===== config.mk =====
export PLATFORM = sky130hd
export DESIGN_NAME = eu_loadstore_arbiter_flat
export DESIGN_NICKNAME = d
export VERILOG_FILES = /design/src/rtl/eu_loadstore_arbiter_if.sv /design/src/rtl/eu_loadstore_arbiter.sv /design/src/flat_wrapper.sv
export SDC_FILE = /design/constraint.sdc
export NUM_CORES = 1
export LEC_CHECK = 0
export BUFFER_PORTS_ARGS = -buffer_cell sky130_fd_sc_hd__buf_2
export CORE_MARGIN = 5
export CORE_UTILIZATION = 35
export DETAILED_ROUTE_END_ITERATION = 10
export SETUP_SLACK_MARGIN = 0.05
export SYNTH_ARGS = -nofsm -noshare
export SYNTH_HDL_FRONTEND = slang
export SYNTH_SLANG_ARGS = --single-unit

===== constraint.sdc =====
create_clock -name wb_clk_i -period 6.9 [get_ports wb_clk_i]
set_input_delay 1.035 -clock wb_clk_i [delete_from_list [all_inputs] [get_ports wb_clk_i]]
set_output_delay 1.035 -clock wb_clk_i [all_outputs]
set_load 0.005 [all_outputs]

===== src/rtl/eu_loadstore_arbiter_if.sv =====
// Request/response and memory-bus bundle shared by the three execution units and the arbiter.
// The master modport is the arbiter's view; slave is the EU/memory side.
interface eu_loadstore_arbiter_if #(
  parameter int ADDR_W = 32
);
  logic [2:0]          req_valid;
  logic [2:0]          req_write;
  logic [3*ADDR_W-1:0] req_addr;
  logic [5:0]          req_size;
  logic [2:0]          req_sext;
  logic [95:0]         req_wdata;
  logic [2:0]          done;
  logic [31:0]         rsp_rdata;
  logic                rsp_err;
  logic                mem_valid;
  logic                mem_we;
  logic [ADDR_W-1:0]   mem_addr;
  logic [3:0]          mem_sel;
  logic [31:0]         mem_wdata;
  logic                mem_ack;
  logic [31:0]         mem_rdata;
  logic                busy;

  modport master (
    input  req_valid, req_write, req_addr, req_size, req_sext, req_wdata,
    input  mem_ack, mem_rdata,
    output done, rsp_rdata, rsp_err,
    output mem_valid, mem_we, mem_addr, mem_sel, mem_wdata, busy
  );

  modport slave (
    output req_valid, req_write, req_addr, req_size, req_sext, req_wdata,
    output mem_ack, mem_rdata,
    input  done, rsp_rdata, rsp_err,
    input  mem_valid, mem_we, mem_addr, mem_sel, mem_wdata, busy
  );
endinterface


===== src/rtl/eu_loadstore_arbiter.sv =====
// Round-robin load/store arbiter: three EUs share one memory port, with lane steering,
// load alignment/extension, misalignment rejection and an ISSUE timeout.
module eu_loadstore_arbiter #(
  parameter int ADDR_W         = 32,
  parameter int TIMEOUT_CYCLES = 255
) (
  input logic                   wb_clk_i,
  input logic                   rst,
  eu_loadstore_arbiter_if.master bus
);
  typedef enum logic [1:0] {IDLE, ISSUE, DONE} state_t;

  localparam logic [7:0] TO_LAST = 8'(TIMEOUT_CYCLES - 1);

  state_t              state, next;
  logic [1:0]          ptr, grant, pick, cand;
  logic                found;
  logic [ADDR_W-1:0]   sel_addr, addr_q;
  logic [1:0]          sel_size, size_q;
  logic [31:0]         sel_wdata, wdata_q;
  logic                sel_write, sel_sext, write_q, sext_q;
  logic                misaligned;
  logic [7:0]          cnt;
  logic [31:0]         rdata_q, shifted, load_val;
  logic                err_q;

  // Round-robin search starting at ptr, wrapping mod 3
  always_comb begin
    found = 1'b0;
    pick  = '0;
    cand  = '0;
    for (int unsigned k = 0; k < 3; k++) begin
      cand = 2'((32'(ptr) + k) % 3);
      if (!found && bus.req_valid[cand]) begin
        found = 1'b1;
        pick  = cand;
      end
    end
  end

  always_comb begin
    sel_addr  = bus.req_addr[0 +: ADDR_W];
    sel_size  = bus.req_size[1:0];
    sel_wdata = bus.req_wdata[31:0];
    sel_write = bus.req_write[0];
    sel_sext  = bus.req_sext[0];
    for (int unsigned i = 1; i < 3; i++) begin
      if (pick == 2'(i)) begin
        sel_addr  = bus.req_addr[i*ADDR_W +: ADDR_W];
        sel_size  = bus.req_size[2*i +: 2];
        sel_wdata = bus.req_wdata[32*i +: 32];
        sel_write = bus.req_write[i];
        sel_sext  = bus.req_sext[i];
      end
    end
    misaligned = ((sel_size == 2'd1) && sel_addr[0]) ||
                 (sel_size[1] && (sel_addr[1:0] != 2'b00));
  end

  always_comb begin
    shifted  = bus.mem_rdata >> {addr_q[1:0], 3'b000};
    load_val = shifted;
    case (size_q)
      2'd0:    load_val = {{24{sext_q & shifted[7]}},  shifted[7:0]};
      2'd1:    load_val = {{16{sext_q & shifted[15]}}, shifted[15:0]};
      default: load_val = shifted;
    endcase
    if (write_q) load_val = '0;
  end

  always_ff @(posedge wb_clk_i or posedge rst) begin
    if (rst) state <= IDLE;
    else     state <= next;
  end

  // Ack takes priority over a timeout landing in the same cycle
  always_comb begin
    next = state;
    case (state)
      IDLE:    if (found) next = misaligned ? DONE : ISSUE;
      ISSUE:   if (bus.mem_ack || (cnt == TO_LAST)) next = DONE;
      DONE:    next = IDLE;
      default: next = IDLE;
    endcase
  end

  always_ff @(posedge wb_clk_i or posedge rst) begin
    if (rst) begin
      ptr     <= '0;
      grant   <= '0;
      addr_q  <= '0;
      size_q  <= '0;
      wdata_q <= '0;
      write_q <= 1'b0;
      sext_q  <= 1'b0;
      cnt     <= '0;
      rdata_q <= '0;
      err_q   <= 1'b0;
    end else begin
      case (state)
        IDLE: if (found) begin
          grant   <= pick;
          addr_q  <= sel_addr;
          size_q  <= sel_size;
          wdata_q <= sel_wdata;
          write_q <= sel_write;
          sext_q  <= sel_sext;
          cnt     <= '0;
          rdata_q <= '0;
          err_q   <= misaligned;
        end
        ISSUE: begin
          if (bus.mem_ack) begin
            rdata_q <= load_val;
            err_q   <= 1'b0;
          end else if (cnt == TO_LAST) begin
            rdata_q <= '0;
            err_q   <= 1'b1;
          end else begin
            cnt <= cnt + 8'd1;
          end
        end
        DONE: begin
          ptr <= (grant == 2'd2) ? 2'd0 : grant + 2'd1;
          cnt <= '0;
        end
        default: ;
      endcase
    end
  end

  always_comb begin
    bus.busy      = (state != IDLE);
    bus.mem_valid = (state == ISSUE);
    bus.mem_we    = (state == ISSUE) && write_q;
    bus.mem_addr  = '0;
    bus.mem_sel   = '0;
    bus.mem_wdata = '0;
    bus.done      = '0;
    bus.rsp_rdata = '0;
    bus.rsp_err   = 1'b0;
    if (state == ISSUE) begin
      bus.mem_addr = {addr_q[ADDR_W-1:2], 2'b00};
      case (size_q)
        2'd0: begin
          bus.mem_sel   = 4'b0001 << addr_q[1:0];
          bus.mem_wdata = {4{wdata_q[7:0]}};
        end
        2'd1: begin
          bus.mem_sel   = addr_q[1] ? 4'b1100 : 4'b0011;
          bus.mem_wdata = {2{wdata_q[15:0]}};
        end
        default: begin
          bus.mem_sel   = 4'b1111;
          bus.mem_wdata = wdata_q;
        end
      endcase
      if (!write_q) bus.mem_wdata = '0;
    end
    if (state == DONE) begin
      bus.done      = 3'b001 << grant;
      bus.rsp_rdata = rdata_q;
      bus.rsp_err   = err_q;
    end
  end
endmodule


===== src/flat_wrapper.sv =====
// flat-port wrapper written by rule: the top's interface ports become plain ports
module eu_loadstore_arbiter_flat 
#(
  parameter int ADDR_W         = 32,
  parameter int TIMEOUT_CYCLES = 255
)
  (wb_clk_i, rst, bus_req_valid, bus_req_write, bus_req_addr, bus_req_size, bus_req_sext, bus_req_wdata, bus_mem_ack, bus_mem_rdata, bus_done, bus_rsp_rdata, bus_rsp_err, bus_mem_valid, bus_mem_we, bus_mem_addr, bus_mem_sel, bus_mem_wdata, bus_busy);
  eu_loadstore_arbiter_if #(.ADDR_W(ADDR_W)) bus_i ();
  input logic wb_clk_i;
  input logic rst;
  input wire logic [$bits(bus_i.req_valid)-1:0] bus_req_valid;
  input wire logic [$bits(bus_i.req_write)-1:0] bus_req_write;
  input wire logic [$bits(bus_i.req_addr)-1:0] bus_req_addr;
  input wire logic [$bits(bus_i.req_size)-1:0] bus_req_size;
  input wire logic [$bits(bus_i.req_sext)-1:0] bus_req_sext;
  input wire logic [$bits(bus_i.req_wdata)-1:0] bus_req_wdata;
  input wire logic [$bits(bus_i.mem_ack)-1:0] bus_mem_ack;
  input wire logic [$bits(bus_i.mem_rdata)-1:0] bus_mem_rdata;
  output wire logic [$bits(bus_i.done)-1:0] bus_done;
  output wire logic [$bits(bus_i.rsp_rdata)-1:0] bus_rsp_rdata;
  output wire logic [$bits(bus_i.rsp_err)-1:0] bus_rsp_err;
  output wire logic [$bits(bus_i.mem_valid)-1:0] bus_mem_valid;
  output wire logic [$bits(bus_i.mem_we)-1:0] bus_mem_we;
  output wire logic [$bits(bus_i.mem_addr)-1:0] bus_mem_addr;
  output wire logic [$bits(bus_i.mem_sel)-1:0] bus_mem_sel;
  output wire logic [$bits(bus_i.mem_wdata)-1:0] bus_mem_wdata;
  output wire logic [$bits(bus_i.busy)-1:0] bus_busy;
  assign bus_i.req_valid = bus_req_valid;
  assign bus_i.req_write = bus_req_write;
  assign bus_i.req_addr = bus_req_addr;
  assign bus_i.req_size = bus_req_size;
  assign bus_i.req_sext = bus_req_sext;
  assign bus_i.req_wdata = bus_req_wdata;
  assign bus_i.mem_ack = bus_mem_ack;
  assign bus_i.mem_rdata = bus_mem_rdata;
  assign bus_done = bus_i.done;
  assign bus_rsp_rdata = bus_i.rsp_rdata;
  assign bus_rsp_err = bus_i.rsp_err;
  assign bus_mem_valid = bus_i.mem_valid;
  assign bus_mem_we = bus_i.mem_we;
  assign bus_mem_addr = bus_i.mem_addr;
  assign bus_mem_sel = bus_i.mem_sel;
  assign bus_mem_wdata = bus_i.mem_wdata;
  assign bus_busy = bus_i.busy;
  eu_loadstore_arbiter #(.ADDR_W(ADDR_W), .TIMEOUT_CYCLES(TIMEOUT_CYCLES)) u_core (.wb_clk_i(wb_clk_i), .rst(rst), .bus(bus_i));
endmodule

; Word level (Yosys, flattened, before mapping)
; Cells that the tools add are included.
[word_totals]
reg_bits = 115
in_bits = 242
[op_classes]
addsub = 4
n_div = 3
order_cmp = 3
eq_ne = 13
shifts = 3
mux = 51
n_bitwise = 2
n_reduce_logical = 19
[op_table]
columns = operator, n
row1 = $mux W32, 12
row2 = $pmux W32 S2, 3
row3 = $mod A32 B2 Y32 const B, 2
row4 = $mod A2 B2 Y32 const B, 1
row5 = $shr A32 B5 Y32, 1
row6 = $mux W8, 3
row7 = $pmux W8 S3, 1
row8 = $mux W2, 9
row9 = $mux W1, 14
row10 = $lt A2 B3 Y1 const B, 3
row11 = $add A8 B1 Y8 const B, 1
row12 = $eq A2 B1 Y1 const B, 4
row13 = $eq A8 B8 Y1 const B, 1
row14 = $mux W4, 2
row15 = $pmux W4 S2, 1
row16 = $bmux W1 S2, 3
row17 = $eq A2 B2 Y1 const B, 3
row18 = $reduce_bool A2 Y1, 3
row19 = $logic_and A1 B1 Y1, 5
row20 = $logic_not A2 Y1, 2
row21 = $ne A2 B1 Y1 const B, 2
row22 = $ne A2 B2 Y1 const B, 2
row23 = $pmux W2 S2, 1
row24 = $reduce_and A2 Y1, 2
row25 = 14 further kinds, 17

; Logic depth before layout (Yosys ltp)
[depth]
ltp_word = 19
depth_mapped = 12
depth_no_buf = 9

; Worst setup path after synthesis
; Ideal clock, no wire load.
[synth_path]
path_type = input -> register
from = input bus_req_valid[1]
to = register u_core.err_q
setup_time_ps = 156
t_arrival_ps = 2691
setup_slack_ps = 4053
cell_stages = 7
n_path_buf = 0
path_cell_list = mux2i_1 -> o21a_1 -> a221o_1 -> a21o_1 -> a221o_1 -> a221oi_2 -> a221oi_1
[synth_via]
elab_chain_len = 17
[synth_rtl]
columns = element, line
row1 = from (decl), flat_wrapper.sv:11  ; input wire logic [$bits(bus_i.req_valid)-1:0] bus_req_valid;
row2 = $bmux W1 S2, eu_loadstore_arbiter.sv:34  ; if (!found && bus.req_valid[cand]) begin
row3 = $mux W1 (not written as such), eu_loadstore_arbiter.sv:34
row4 = $mux W1, eu_loadstore_arbiter.sv:34
row5 = $logic_not A1 Y1, eu_loadstore_arbiter.sv:34
row6 = $logic_and A1 B1 Y1, eu_loadstore_arbiter.sv:34
row7 = $mux W1, eu_loadstore_arbiter.sv:34
row8 = $logic_not A1 Y1, eu_loadstore_arbiter.sv:34
row9 = $logic_and A1 B1 Y1, eu_loadstore_arbiter.sv:34
row10 = $mux W2, eu_loadstore_arbiter.sv:34
row11 = $eq A2 B1 Y1, eu_loadstore_arbiter.sv:48  ; if (pick == 2'(i)) begin
row12 = $mux W2 / $mux W32 (equally long branches) (2 in series), eu_loadstore_arbiter.sv:48
row13 = $eq A2 B1 Y1 / $reduce_bool A2 Y1 (equally long branches), "eu_loadstore_arbiter.sv:56, eu_loadstore_arbiter.sv:57"
row14 = "$logic_and A1 B1 Y1, on equally long branches", "eu_loadstore_arbiter.sv:56, eu_loadstore_arbiter.sv:57"
row15 = $logic_or A1 B1 Y1, eu_loadstore_arbiter.sv:56  ; misaligned = ((sel_size == 2'd1) && sel_addr[0]) ||
row16 = $mux W1, eu_loadstore_arbiter.sv:101  ; IDLE: if (found) begin
row17 = $pmux W1 S2, eu_loadstore_arbiter.sv:100  ; case (state)
row18 = to (signal assigned), eu_loadstore_arbiter.sv:110  ; err_q <= misaligned;
row19 = to (decl), eu_loadstore_arbiter.sv:25  ; logic err_q;
; Parallel ways exist; a longest one is shown, timed or not. The select of a mux whose other input is x is not followed.
; A chain may end at the register's enable or synchronous reset.

; Worst setup path after layout
[layout_path]
from = register u_core.ptr[0]
to = register u_core.addr_q[21]
[layout_via]
elab_chain_len = 13
[layout_rtl]
columns = element, line
row1 = from (decl), eu_loadstore_arbiter.sv:16  ; logic [1:0] ptr, grant, pick, cand;
row2 = from (signal assigned), eu_loadstore_arbiter.sv:124  ; ptr <= (grant == 2'd2) ? 2'd0 : grant + 2'd1;
row3 = "parallel branches: the longest is 13 deep, another holds $mod A32 B2 Y32", -
row4 = to (signal assigned), eu_loadstore_arbiter.sv:103  ; addr_q <= sel_addr;
row5 = to (decl), eu_loadstore_arbiter.sv:18  ; logic [ADDR_W-1:0] sel_addr, addr_q;
; Several ways; the timed one is not identified. The select of a mux whose other input is x is not followed.

==> reports/results.tsv <==
stage	metric	value	unit
grt	track_usage	20.8	%
synthesis	synth_seq_cells	115	
finish	diodes	0	
clock_network	cts_setup_buffers	0	
timing	grt_setup_unrepaired	no	
grt	grt_max_degree	76	
drt	wirelength	26.6	mm
clock_network	cts_max_level	4	
drt	drtIter0Drc	326	
clock_network	clkTransAtPathRegs	0.06	ns
critical_path	r2r-start	u_core.ptr[0]$_DFFE_PP0P_	
finish	final_util	46.5	%
finish	final_common_cell	buf_2	
floorplan	rows	54	
clock_network	clk_latency	0.41	ns
floorplan	die_area	24900	sq um
place	io_buffers	346	
timing	finalHoldViolCount	0	
place	dp_hpwl	20.0	mm
clock_network	hold_buffers	0	
timing	fin_crit_sh	56.7	%
floorplan	core_region_area	21700	sq um
critical_path	cp.required	7.20	ns
clock_network	cts.sinks	115	
synthesis	synth_area	7640	sq um
timing	tns	0	ns
clock_network	numCtsBuffers	17	
drt	dr.pass1.iters	5	
drt	drc	0	
timing	slew_headroom	22.7	%
drt	vias	7562	
finish	mostFrequentLayoutCells	346 x buf_2, 114 x dfrtp_1, 103 x nor2_1	
critical_path	arrival	4.21	ns
power	p_switching	2340	uW
flow_run	max_cap_violations	0	
finish	post_route_cells_drive_above_1_share	34.0	%
critical_path	crit_fanout	51	
status	status	completed	
timing	slew_violations	0	
grt	grt_pass1_wl	40.2	mm
synthesis	synth-edff-count	0	
finish	n_fill_cell	2223	
grt	overflow	0	
grt	grt_antenna_before_repair	3	
place	gp_congestion	0.786	
power	p_int	2750	uW
drt	avgRoutedWirePerCell	18.3	microns
power	combPwrFrac	58.6	%
power	leakagePower	0.00545	uW
timing	fin_hold_ws	0.469	ns
clock_network	post_cts_resized	0	
floorplan	start_util	35.2	%
floorplan	die_w	158	microns
synthesis	ys_seq_area_share	37.7	%
synthesis	synth_cell_types	49	
power	power.share.clock	17.4	%
power	irDropWorstVdd	0.000255	V
finish	final_nets	1409	
floorplan	io-pin-count	349	
clock_network	cts_max_path_buffers	2	
worst_hold_path	hp-start	u_core.addr_q[16]$_DFFE_PP0P_	
grt	grt_pass1_vias	7360	
synthesis	syn_avg_cell_area	8.91	sq um
critical_path	start_kind	flop	
synthesis	yosysWarningCount	0	
clock_network	cts_root_buf	clkbuf_16	
drt	ant_nets	0	
power	sw_frac_of_total	45.9	%
power	seqPwrFrac	24.0	%
synthesis	syn_inst	858	
timing	period_minus_slack	3.91	ns
synthesis	yosys_most_used_dff	dfrtp_1	
timing	fmax	256	MHz
worst_hold_path	hold_class	flop to flop	
synthesis	async_reset_ff_share	100	%
critical_path	end_kind	flop	
clock_network	cts_tree	done	
critical_path	cp-startpoint	u_core.ptr[0]$_DFFE_PP0P_	
power	p_per_area	504	nW/um^2
timing	setup_viol	0	
timing	worst-slew-pin-transition	1.16	ns
drt	vias_per_cell	5.20	
critical_path	critPathKind	flop to flop	
finish	area_growth	32.0	%
timing	final.setup_skew	0.00669	ns
floorplan	die-height	158	microns
==> per-stage QoR <==
stage          std cells  power (uW)  area (sq um)  setup slack, ns
3_5_place_dp        1422        4260          9500             2.70
6_report            1454        5090         10100             2.99
2_1_floorplan        859        3480          7650             2.82
5_1_grt             1454        5510         10100             2.74
4_1_cts             1454        5160         10100             2.91
3_3_place_gp        1422        4220          9500             2.78
==> power by group through the flow <==
stage / sequential (uW) / clock [uW] / combinational, uW
finish: 1220 / 886 / 2980
global route: 1260 / 935 / 3310
CTS: 1230 / 904 / 3030
detailed placement: 1230 / 0 / 3020
global placement: 1230 / 0 / 2990
floorplan: 1120 / 0 / 2360
==> sequential cells by signal, summed over array words and instances (netlist names) <==
name / cells
u_core.wdata_q: 32
u_core.grant: 2
u_core.rdata_q: 32
u_core.write_q: 1
u_core.ptr: 2
u_core.size_q: 2
u_core.addr_q: 32
u_core.sext_q: 1
u_core.state: 2
u_core.err_q: 1
u_core.cnt: 8
==> worst paths after layout <==
path | slack [ns] | end | cells past startpoint
setup reg to reg | 2.99 | u_core.addr_q[21]$_DFFE_PP0P_ | 10
setup / recovery | 2.99 | u_core.addr_q[21]$_DFFE_PP0P_ | 10
min in group asynchronous | 0.67 | u_core.wdata_q[30]$_DFFE_PP0P_ | 2
hold / removal | 0.47 | u_core.addr_q[16]$_DFFE_PP0P_ | 1
max in group asynchronous | 4.82 | u_core.size_q[1]$_DFFE_PP0P_ | 3
hold reg to reg | 0.47 | u_core.addr_q[16]$_DFFE_PP0P_ | 1
==> metal layers <==
layer	vias to the layer above	GRT usage (%)	wire length [microns]
met5	-	0	28
met4	6	4.38	343
met3	28	7.44	2360
met2	262	36.3	13600
met1	3572	24.6	10300
li1	3694	-	-
==> critical path, cell delays in order, from the launching register on <==
cell and delay, ns:
dfrtp_1 0.42, inv_1 0.08, ha_1 0.43, nor2b_1 0.26, a2bb2oi_2 0.15, a221o_1 0.40
a21oi_4 0.56, buf_4 0.78, mux2i_1 0.37, a211oi_1 0.13, a21o_1 0.19
==> layout make-up <==
| type | instances | area (sq um) | area share [%] |
|---|---|---|---|
| Sequential cell | 115 | 2880 | 28.5 |
| Clock inverter | 14 | 153 | 1.51 |
| Inverter | 11 | 43.8 | 0.434 |
| Multi-Input combinational cell | 659 | 4410 | 43.7 |
| Clock buffer | 18 | 439 | 4.35 |
| Tap cell | 280 | 350 | 3.47 |
| Timing Repair Buffer | 357 | 1810 | 18.0 |
==> cells by family after synthesis <==
| family | count (synthesis) | synth area share (%) |
|---|---|---|
| multiplexers | 100 | 13.1 |
| flip-flops | 115 | 37.7 |
| AO/OA/AOI/OAI | 271 | 25.5 |
| buffers and inverters | 85 | 5.01 |
| AND/OR/NAND/NOR | 280 | 17.7 |
| adder cells (fa/ha/maj) | 6 | 0.982 |
| other | 1 | 0.0491 |
==> Yosys cell counts (3+ instances only) <==
master / count / area [sq um]
dfrtp_1: 115 / 2880
buf_6: 7 / 78.8
o2bb2ai_1: 8 / 70.1
nor3_1: 3 / 15.0
nor3b_1: 3 / 22.5
o31ai_1: 6 / 45.0
buf_1: 6 / 22.5
and3_1: 9 / 56.3
nor2_1: 103 / 387
a211oi_1: 68 / 510
a211o_1: 7 / 61.3
o21ai_0: 35 / 175
ha_1: 6 / 75.1
nand3b_1: 3 / 22.5
and2_1: 66 / 413
a21oi_1: 31 / 155
nor2b_1: 13 / 81.3
a22o_1: 20 / 175
nand2b_1: 8 / 50.1
nand3_1: 7 / 35.0
inv_1: 11 / 41.3
a21o_1: 67 / 503
buf_2: 3 / 15.0
a32o_1: 7 / 70.1
o21ai_1: 3 / 15.0
a221o_1: 4 / 40.0
nand2_1: 58 / 218
mux2i_1: 99 / 991
clkbuf_1: 56 / 210
(Power assumes the default switching activity.)
